**src/rtl/i2s_receiver_if.sv**
```systemverilog
// Sample-pair stream between the I2S receiver and the audio datapath.
// Valid/ready handshake; the pair is held while valid && !ready.
interface i2s_receiver_if #(
  parameter int SAMPLE_WIDTH = 24
);
  logic signed [SAMPLE_WIDTH-1:0] sample_left;
  logic signed [SAMPLE_WIDTH-1:0] sample_right;
  logic                           sample_valid;
  logic                           sample_ready;

  modport master (
    output sample_left,
    output sample_right,
    output sample_valid,
    input  sample_ready
  );

  modport slave (
    input  sample_left,
    input  sample_right,
    input  sample_valid,
    output sample_ready
  );
endinterface

```
**src/rtl/i2s_receiver.sv**
```systemverilog
// Philips-format I2S deserializer: BCLK-edge-qualified serial capture
// into left/right pairs presented on a valid/ready stream.
module i2s_receiver #(
  parameter int SAMPLE_WIDTH = 24,
  parameter int SLOT_WIDTH   = 32
) (
  input  logic           clk,
  input  logic           reset,
  input  logic           bclk_rise,
  input  logic           lrclk,
  input  logic           sdata,
  i2s_receiver_if.master out,
  output logic           overflow,
  output logic           frame_error
);
  localparam int CW = $clog2(SLOT_WIDTH);
  localparam logic [CW-1:0] LAST = CW'(SLOT_WIDTH - 1);
  localparam logic [CW-1:0] SWC  = CW'(SAMPLE_WIDTH);

  typedef enum logic [1:0] {SYNC, LEFT, RIGHT} state_t;

  state_t                  state, state_d;
  logic [CW-1:0]           bit_cnt, cnt_d;
  logic [SAMPLE_WIDTH-1:0] shreg, shreg_d;
  logic [SAMPLE_WIDTH-1:0] left_hold, hold_d;
  logic                    lrclk_q, lrq_d;
  logic                    fe_d, commit, load, ovf_d, lr_edge;

  assign lr_edge = lrclk != lrclk_q;
  assign load    = commit && (!out.sample_valid || out.sample_ready);
  assign ovf_d   = commit && out.sample_valid && !out.sample_ready;

  always_comb begin
    state_d = state;
    cnt_d   = bit_cnt;
    shreg_d = shreg;
    hold_d  = left_hold;
    lrq_d   = lrclk_q;
    fe_d    = 1'b0;
    commit  = 1'b0;
    if (bclk_rise) begin
      lrq_d = lrclk;
      unique case (state)
        SYNC: begin
          if (lrclk_q && !lrclk) begin
            state_d = LEFT;
            cnt_d   = '0;
            shreg_d = '0;
          end
        end
        LEFT, RIGHT: begin
          if (lr_edge) begin
            // edge bit carries the previous LSB slot; never captured
            cnt_d   = '0;
            shreg_d = '0;
            fe_d    = bit_cnt < SWC;
            if (state == LEFT) begin
              hold_d  = shreg;
              state_d = RIGHT;
            end else begin
              commit  = 1'b1;
              state_d = LEFT;
            end
          end else if (bit_cnt == LAST) begin
            fe_d    = 1'b1;
            cnt_d   = '0;
            shreg_d = '0;
            state_d = SYNC;
          end else begin
            cnt_d = bit_cnt + 1'b1;
            if (bit_cnt < SWC)
              shreg_d = shreg |
                ({sdata, {(SAMPLE_WIDTH-1){1'b0}}} >> bit_cnt);
          end
        end
        default: state_d = SYNC;
      endcase
    end
  end

  always_ff @(posedge clk) begin
    if (reset) begin
      state            <= SYNC;
      bit_cnt          <= '0;
      shreg            <= '0;
      left_hold        <= '0;
      lrclk_q          <= 1'b0;
      out.sample_left  <= '0;
      out.sample_right <= '0;
      out.sample_valid <= 1'b0;
      overflow         <= 1'b0;
      frame_error      <= 1'b0;
    end else begin
      state       <= state_d;
      bit_cnt     <= cnt_d;
      shreg       <= shreg_d;
      left_hold   <= hold_d;
      lrclk_q     <= lrq_d;
      overflow    <= ovf_d;
      frame_error <= fe_d;
      if (load) begin
        out.sample_left  <= left_hold;
        out.sample_right <= shreg;
        out.sample_valid <= 1'b1;
      end else if (out.sample_valid && out.sample_ready) begin
        out.sample_valid <= 1'b0;
      end
    end
  end
endmodule

```
**src/flat_wrapper.sv**
```systemverilog
// flat-port wrapper written by rule: the top's interface ports become plain ports
module i2s_receiver_flat 
#(
  parameter int SAMPLE_WIDTH = 24,
  parameter int SLOT_WIDTH   = 32
)
  (clk, reset, bclk_rise, lrclk, sdata, overflow, frame_error, out_sample_left, out_sample_right, out_sample_valid, out_sample_ready);
  i2s_receiver_if #(.SAMPLE_WIDTH(SAMPLE_WIDTH)) out_i ();
  input  logic clk;
  input  logic reset;
  input  logic bclk_rise;
  input  logic lrclk;
  input  logic sdata;
  output logic overflow;
  output logic frame_error;
  output wire logic [$bits(out_i.sample_left)-1:0] out_sample_left;
  output wire logic [$bits(out_i.sample_right)-1:0] out_sample_right;
  output wire logic [$bits(out_i.sample_valid)-1:0] out_sample_valid;
  input wire logic [$bits(out_i.sample_ready)-1:0] out_sample_ready;
  assign out_sample_left = out_i.sample_left;
  assign out_sample_right = out_i.sample_right;
  assign out_sample_valid = out_i.sample_valid;
  assign out_i.sample_ready = out_sample_ready;
  i2s_receiver #(.SAMPLE_WIDTH(SAMPLE_WIDTH), .SLOT_WIDTH(SLOT_WIDTH)) u_core (.clk(clk), .reset(reset), .bclk_rise(bclk_rise), .lrclk(lrclk), .sdata(sdata), .out(out_i), .overflow(overflow), .frame_error(frame_error));
endmodule
```
**config.mk**
```make
export PLATFORM = sky130hd
export DESIGN_NAME = i2s_receiver_flat
export DESIGN_NICKNAME = d
export VERILOG_FILES = /design/src/rtl/i2s_receiver_if.sv /design/src/rtl/i2s_receiver.sv /design/src/flat_wrapper.sv
export SDC_FILE = /design/constraint.sdc
export NUM_CORES = 1
export LEC_CHECK = 0
export CELL_PAD_IN_SITES_DETAIL_PLACEMENT = 1
export CELL_PAD_IN_SITES_GLOBAL_PLACEMENT = 2
export CORE_UTILIZATION = 25
export CTS_CLUSTER_DIAMETER = 80
export DETAILED_ROUTE_END_ITERATION = 10
export HOLD_SLACK_MARGIN = 0.02
export PLACE_DENSITY_LB_ADDON = 0.1
export SETUP_SLACK_MARGIN = 0.2
export SYNTH_ARGS = -nofsm -noshare
export SYNTH_HDL_FRONTEND = slang
export SYNTH_SLANG_ARGS = --single-unit
```
**constraint.sdc**
```tcl
create_clock -name clk -period 3.4 [get_ports clk]
set_clock_uncertainty 0.15 [all_clocks]
set_input_delay 0.51 -clock clk [delete_from_list [all_inputs] [get_ports clk]]
set_output_delay 0.51 -clock clk [all_outputs]
set_load 0.03 [all_outputs]
```
==> results by group, run 1 <==
Floorplan
  • Die W: between 100 and 150 um
  • Initial Utilization: 0.2588
  • # IOs: 57
  • Core Region: 15,370 um^2
  • Die area: between 15,000 and 20,000 um^2
  • DIE HEIGHT: 128.1 um
  • Num rows: 45

Worst setup path
  • R2R setup slack: 1.23 ns
  • CP endpoint: u_core.out.sample_right[8]
  • Critical path class: in -> reg
  • Arrival time at the worst endpoint: 2.46 ns
  • Reg2Reg Depth: 7
  • Worst Path Max Fanout: 31
  • Critical Path Source: lrclk
  • Worst R2R Start: u_core.state[0]
  • Worst setup EP type: register
  • CP required: ~3.5 ns
  • Reg2reg end: u_core.out.sample_right[8]
  • Startpoint types: primary input

Detailed routing
  • Drt first-iter violations: ~180
  • Via-to-Cell Ratio: 4.438
  • Antenna Nets Post-Route: 0
  • Final WL: 10,810 um
  • DR DRC count: 0
  • Via Count: 3,271
  • Drt wl/cell: 14.67 um
  • First drt pass iteration count: 4

STA
  • Tcrit/Tclk final: 0.6854
  • Worst-Margin Slew: between 0.7 and 0.8 ns
  • Final Max Tran Viols: 0
  • Tmin final: 2.330 ns
  • Endpoints failing setup: 0
  • Fin Setup TNS: 0 ns
  • Min Hold Slack: slightly above 0.3 ns
  • RSZ-0062 raised after global routing: false
  • Fin. Hold Viols: 0
  • Slew Limit Headroom: 0.5316
  • Maximum clock frequency: 0.4291 GHz

Pwr
  • Total chip power: ~0.0024 W
  • Power per standard cell area: around 480 nW/um^2
  • Leak Pwr: 1.639 nW
  • Max VDD drop: 264.3 uV

Synthesis
  • Syn Inst Count: 474
  • Synthesis warning total: 0
  • Most area-hungry cell type in the Yosys netlist: dfxtp_1
  • Mapped Avg Cell Area: 8.391 um^2
  • Synth Register Bits: 107
  • Synth area leaders: dfxtp_1 54%, nand2_1 14%, a21oi_1 13%, nor2_1 3.5%, ha_1 1.9%
  • Sequential share of the synthesized area: 0.5385
  • Synth unique cells: 38
  • Post-synth ARST share: 0
  • Synth top area share: 0.5385
  • Mapped Nets: 486
  • Post-synth EDFFs: 0
  • Synth Cell Area: just under 4000 um^2
  • Top FF cell, synth: dfxtp_1

Clocking
  • Num Clock Sinks: 107
  • Worst-path clk slew: 0.07 ns
  • # resized after CTS: 0
  • H-tree levels: 3
  • Root Driver: clkbuf_16
  • Num CTS Buffers: 9
  • Clock tree from TritonCTS: yes
  • Max clock buf depth: 2
  • Post-CTS Setup Bufs: 0
  • Cts hold-fix bufs: 0
  • Clk Latency, worst-skew pair: ~0.35 ns

Global route
  • First-pass GRT wire length: 17,730 um
  • Vias in the first global route: 3,358
  • Initial antenna violation count: 0
  • GRT Util Overall: 0.1410
  • GRT overflow: 0
  • Largest net degree at the start of global routing: 50

Worst hold path
  • Worst min-delay path class: reg -> reg

Final layout
  • Antenna diode count: 0
  • Area grow syn2layout: 25.54%
  • Final Cell Area: 4994 um^2
  • Fraction of layout cells with a size suffix above 1: 0.07034
  • Commonest non-fill, non-tap cell in the layout: nand2_1
  • Final std cells w/o fill: 737
  • Fill count: between 1,500 and 2,000
  • Commonest non-fill, non-tap cells in the layout: 151 x nand2_1, 107 x dfxtp_1, 103 x a21oi_1
  • Nets: about 530

Place
  • Dpl cells: 721
  • DP HPWL: 7593 um
  • GPL Wtd Cong: 0.7232
  • Area after DPL: around 4700 um^2
  • PortBufs: 56

Run status
  • Status: completed

Run
  • MaxCap Viol Count: 0
==> critical path: stages <==
cell and delay [ns]:
clkdlybuf4s50_1 0.47, inv_1 0.04, ha_1 0.43, nor2_2 0.22
and3b_1 0.22, buf_4 0.31, nand2_1 0.10, a21oi_1 0.13
==> Yosys cell counts, types with 2 or more instances <==
cell      instances
clkbuf_1         10
nor2_1           37
buf_2            11
nand3b_4          2
buf_6             3
nor4b_4           2
buf_4             5
dfxtp_1         107
a21oi_1         103
nand4_1           2
inv_1             4
nand2b_1          5
ha_1              6
nor3_1            3
nand2_1         151
==> metal layers <==
| layer | GRT usage | vias to the layer above | wire length, um |
|---|---|---|---|
| met1 | 0.1885 | 1572 | 5543 |
| met3 | 0.02337 | 12 | 252 |
| met2 | 0.2241 | 40 | 4833 |
| met5 | 0 | - | 0 |
| met4 | 0.06021 | 0 | 179 |
| li1 | - | 1647 | - |
==> power by group <==
| part | switching, W | internal (W) |
|---|---|---|
| clock network | 0.000461 | 0.000578 |
| registers | 0.00000181 | 0.00125 |
| logic | 0.0000563 | 0.0000221 |
| total | 0.000519 | 0.00185 |
==> how the worst min path moves through the flow <==
stage	from	to	slack [ns]	depth (start not counted)
2_1_floorplan	u_core.left_hold[0]	u_core.out.sample_left[0]	0.28	2
3_3_place_gp	u_core.out.sample_left[0]	u_core.out.sample_left[0]	0.30	2
3_5_place_dp	u_core.out.sample_left[13]	u_core.out.sample_left[13]	0.30	2
4_1_cts	u_core.out.sample_left[13]	u_core.out.sample_left[13]	0.31	2
5_1_grt	u_core.out.sample_left[13]	u_core.out.sample_left[13]	0.32	2
6_report	u_core.out.sample_left[13]	u_core.out.sample_left[13]	0.30	2
==> cell type report <==
class                      count  area [um^2]  area share
sequential                   107         2142      0.4290
clock inverter                 1        5.005    0.001002
inverter                       4        15.01    0.003007
multi-input combinational    334         1657      0.3317
clock buffer                  15        287.8     0.05763
timing repair buffer          65        623.1      0.1248
tap                          211        264.0     0.05287
==> registers in the layout, summed over array words and instances, names as in the netlist <==
signal / flops
u_core.out.sample_right: 24
u_core.left_hold: 24
u_core.shreg: 24
u_core.frame_error: 1
u_core.out.sample_left: 24
u_core.bit_cnt: 5
u_core.state: 2
u_core.lrclk_q: 1
u_core.out.sample_valid: 1
u_core.overflow: 1
==> metrics by stage <==
step	utilization	setup WS [ns]
after global placement	0.3058	0.7142
final	0.3249	1.070
after CTS	0.3249	1.039
after floorplan	-	1.436
after detailed placement	0.3058	0.6699
after global routing	0.3249	0.8567
==> cell families after synthesis <==
kind of cell,synth area share
compound gates,0.1447
fa+ha+maj,0.01887
buf+inv,0.04498
flops,0.5385
mux,0.005347
simple gates,0.2476
Power figures use the tool's default switching activity.
==> inputs of run 2 (changes only) <==
clock period = 1.99 ns   (was 3.4 ns; I/O delays follow)
==> results by group, run 2 (synthesis results as in run 1) <==
Floorplan
  • DIE HEIGHT: roughly 130 um
  • Core Region: 15,370 um^2
  • Die area: 16,420 um^2
  • Die W: 128.1 um
  • # IOs: between 50 and 60
  • Num rows: 45
  • Initial Utilization: 0.2588

Final layout
  • Nets: just under 600
  • Final std cells w/o fill: 785
  • Commonest non-fill, non-tap cells in the layout: 131 x nand2_1, 103 x dfxtp_1, 72 x a21oi_1
  • Multi-input gate area: 2014 um^2
  • Reg area: approximately 2100 um^2
  • Fraction of layout cells with a size suffix above 1: 0.2666
  • Fill count: 1,791
  • Area grow syn2layout: 50.96%
  • Antenna diode count: 0
  • Commonest non-fill, non-tap cell in the layout: nand2_1

Clocking
  • Num CTS Buffers: 9
  • Max clock buf depth: 2
  • Num Clock Sinks: between 100 and 150
  • Root Driver: clkbuf_16
  • Clock tree from TritonCTS: yes
  • H-tree levels: 3
  • Worst-path clk slew: 0.07 ns
  • Clk Latency, worst-skew pair: 0.35 ns

Place
  • DP HPWL: 7879 um
  • GPL Wtd Cong: 0.7581
  • Dpl cells: 744
  • PortBufs: 56
  • Post-Place Worst Slack: -0.3770 ns

Worst setup path
  • Critical Path Source: u_core.bit_cnt[1]
  • Reg2reg end: u_core.bit_cnt[3]
  • R2R setup slack: 0.14 ns
  • Startpoint types: register
  • Arrival time at the worst endpoint: 1.98 ns
  • Critical path class: reg -> reg
  • Worst setup EP type: register
  • CP required: 2.11 ns
  • Worst R2R Start: u_core.bit_cnt[1]
  • Worst Path Max Fanout: 3
  • Reg2Reg Depth: 7

Pwr
  • Register share of total power: 0.509
  • Power per standard cell area: between 700 and 800 nW/um^2
  • Internal Pwr Total: 0.003246 W
  • Power share of the combinational group: 0.061
  • Sw Pwr: 0.0009703 W
  • Total chip power: 0.004217 W
  • Max VDD drop: 382.1 uV
  • Leak Pwr: 2.492 nW
  • Sw Share: 0.2301
  • Clock network fraction of total power: 0.431

Worst hold path
  • Hold depth: 3
  • Worst min-delay path class: in -> reg
  • Hold endpoint: u_core.lrclk_q
  • Startpoint of the worst hold path: lrclk

STA
  • Endpoints failing setup: 0
  • Worst-Margin Slew: 0.5630 ns
  • Fin. Hold Viols: 0
  • Final Max Tran Viols: 0
  • Tcrit/Tclk final: 0.9311
  • RSZ-0062 raised after global routing: true
  • Slew Limit Headroom: 0.6218
  • PnR worst setup slack: 0.1372 ns
  • Maximum clock frequency: roughly 0.54 GHz
  • Tmin final: 1.853 ns

Detailed routing
  • Drt first-iter violations: 135
  • Drt wl/cell: roughly 17 um
  • Via Count: about 3,600
  • First drt pass iteration count: 4
  • Final WL: ~13,000 um
  • Antenna Nets Post-Route: 0
  • DR DRC count: 0
  • Via-to-Cell Ratio: 4.525

Run
  • MaxCap Viol Count: 0

Global route
  • First-pass GRT wire length: 19,260 um
  • Vias in the first global route: 3,554
  • Largest net degree at the start of global routing: 36
  • GRT Util Overall: 0.1530
  • GRT overflow: 0
  • Initial antenna violation count: 0

Run status
  • Status: completed
[run 2: cell types whose count changed in the layout (fill, tap and decap cells not counted), sizes merged]
cell,change
clkdlybuf4s50,-52
dlygate4sd2,+51
buf,+41
clkbuf,+3
bufinv,+1
clkinv,+1
clkinvlp,+1
dlymetal6s2s,+1
inv,+1
[run 2: through the flow]
| step | hold WS [ns] | TNS, ns | utilization | area (um^2) |
|---|---|---|---|---|
| 3_5_place_dp | 0.2987 | -27.97 | 0.3231 | 4966 |
| 3_3_place_gp | 0.2960 | -24.23 | 0.3231 | 4966 |
| 4_1_cts | 0.1814 | 0 | 0.3514 | 5401 |
| 2_1_floorplan | 0.2821 | 0 | - | 4015 |
| 5_1_grt | 0.1621 | 0 | 0.3906 | 6005 |
| 6_report | 0.1065 | 0 | 0.3906 | 6005 |
[run 2: how the worst max path moves through the flow]
stage	endpoint	slack (ns)
2_1_floorplan	u_core.bit_cnt[3]	0.19
3_3_place_gp	u_core.frame_error	-0.38
3_5_place_dp	u_core.out.sample_left[16]	-0.38
4_1_cts	u_core.bit_cnt[3]	0.14
5_1_grt	u_core.left_hold[17]	0.07
6_report	u_core.bit_cnt[3]	0.14
[run 2: layer usage]
layer / GRT usage / vias to the layer above / part of all wire
met5: 0 / - / 0
met1: 0.2005 / 1743 / 0.47
met3: 0.03881 / 10 / 0.025
met4: 0.04567 / 0 / 0.0086
met2: 0.2468 / 42 / 0.49
li1: - / 1757 / -
[run 2: area by class of cell]
cell class,count,share of cell area
flip-flops and latches,107,0.3580
inverters,4,0.002501
well taps,211,0.04397
clock buffers,11,0.03876
clock inverters,5,0.01042
repair buffers,113,0.2109
multi-input cells,334,0.3355
[run 2: power groups by stage]
| stage | sequential (W) | combinational [W] | clock, W |
|---|---|---|---|
| floorplan | 0.00219 | 0.000105 | 0 |
| global placement | 0.00219 | 0.000173 | 0 |
| detailed placement | 0.00219 | 0.000177 | 0 |
| CTS | 0.00214 | 0.000207 | 0.00190 |
| global route | 0.00214 | 0.000273 | 0.00198 |
| finish | 0.00214 | 0.000256 | 0.00182 |
[run 2: critical path: stages, from the launching register on]
cell	delay [ns]
dfxtp_4	0.35
ha_4	0.16
and3_4	0.16
ha_4	0.16
nand3b_4	0.19
nor3b_4	0.28
a41oi_2	0.16
a211oi_2	0.16
[run 2: repair_timing]
item / 4_1_cts / 5_1_grt
gates resized for setup: 75 / 85
hold buffers: 0 / 0
buffers inserted: 6 / 7
gates cloned: 2 / 10
pin swaps: 8 / 61
setup endpoints to repair: 154 / 101
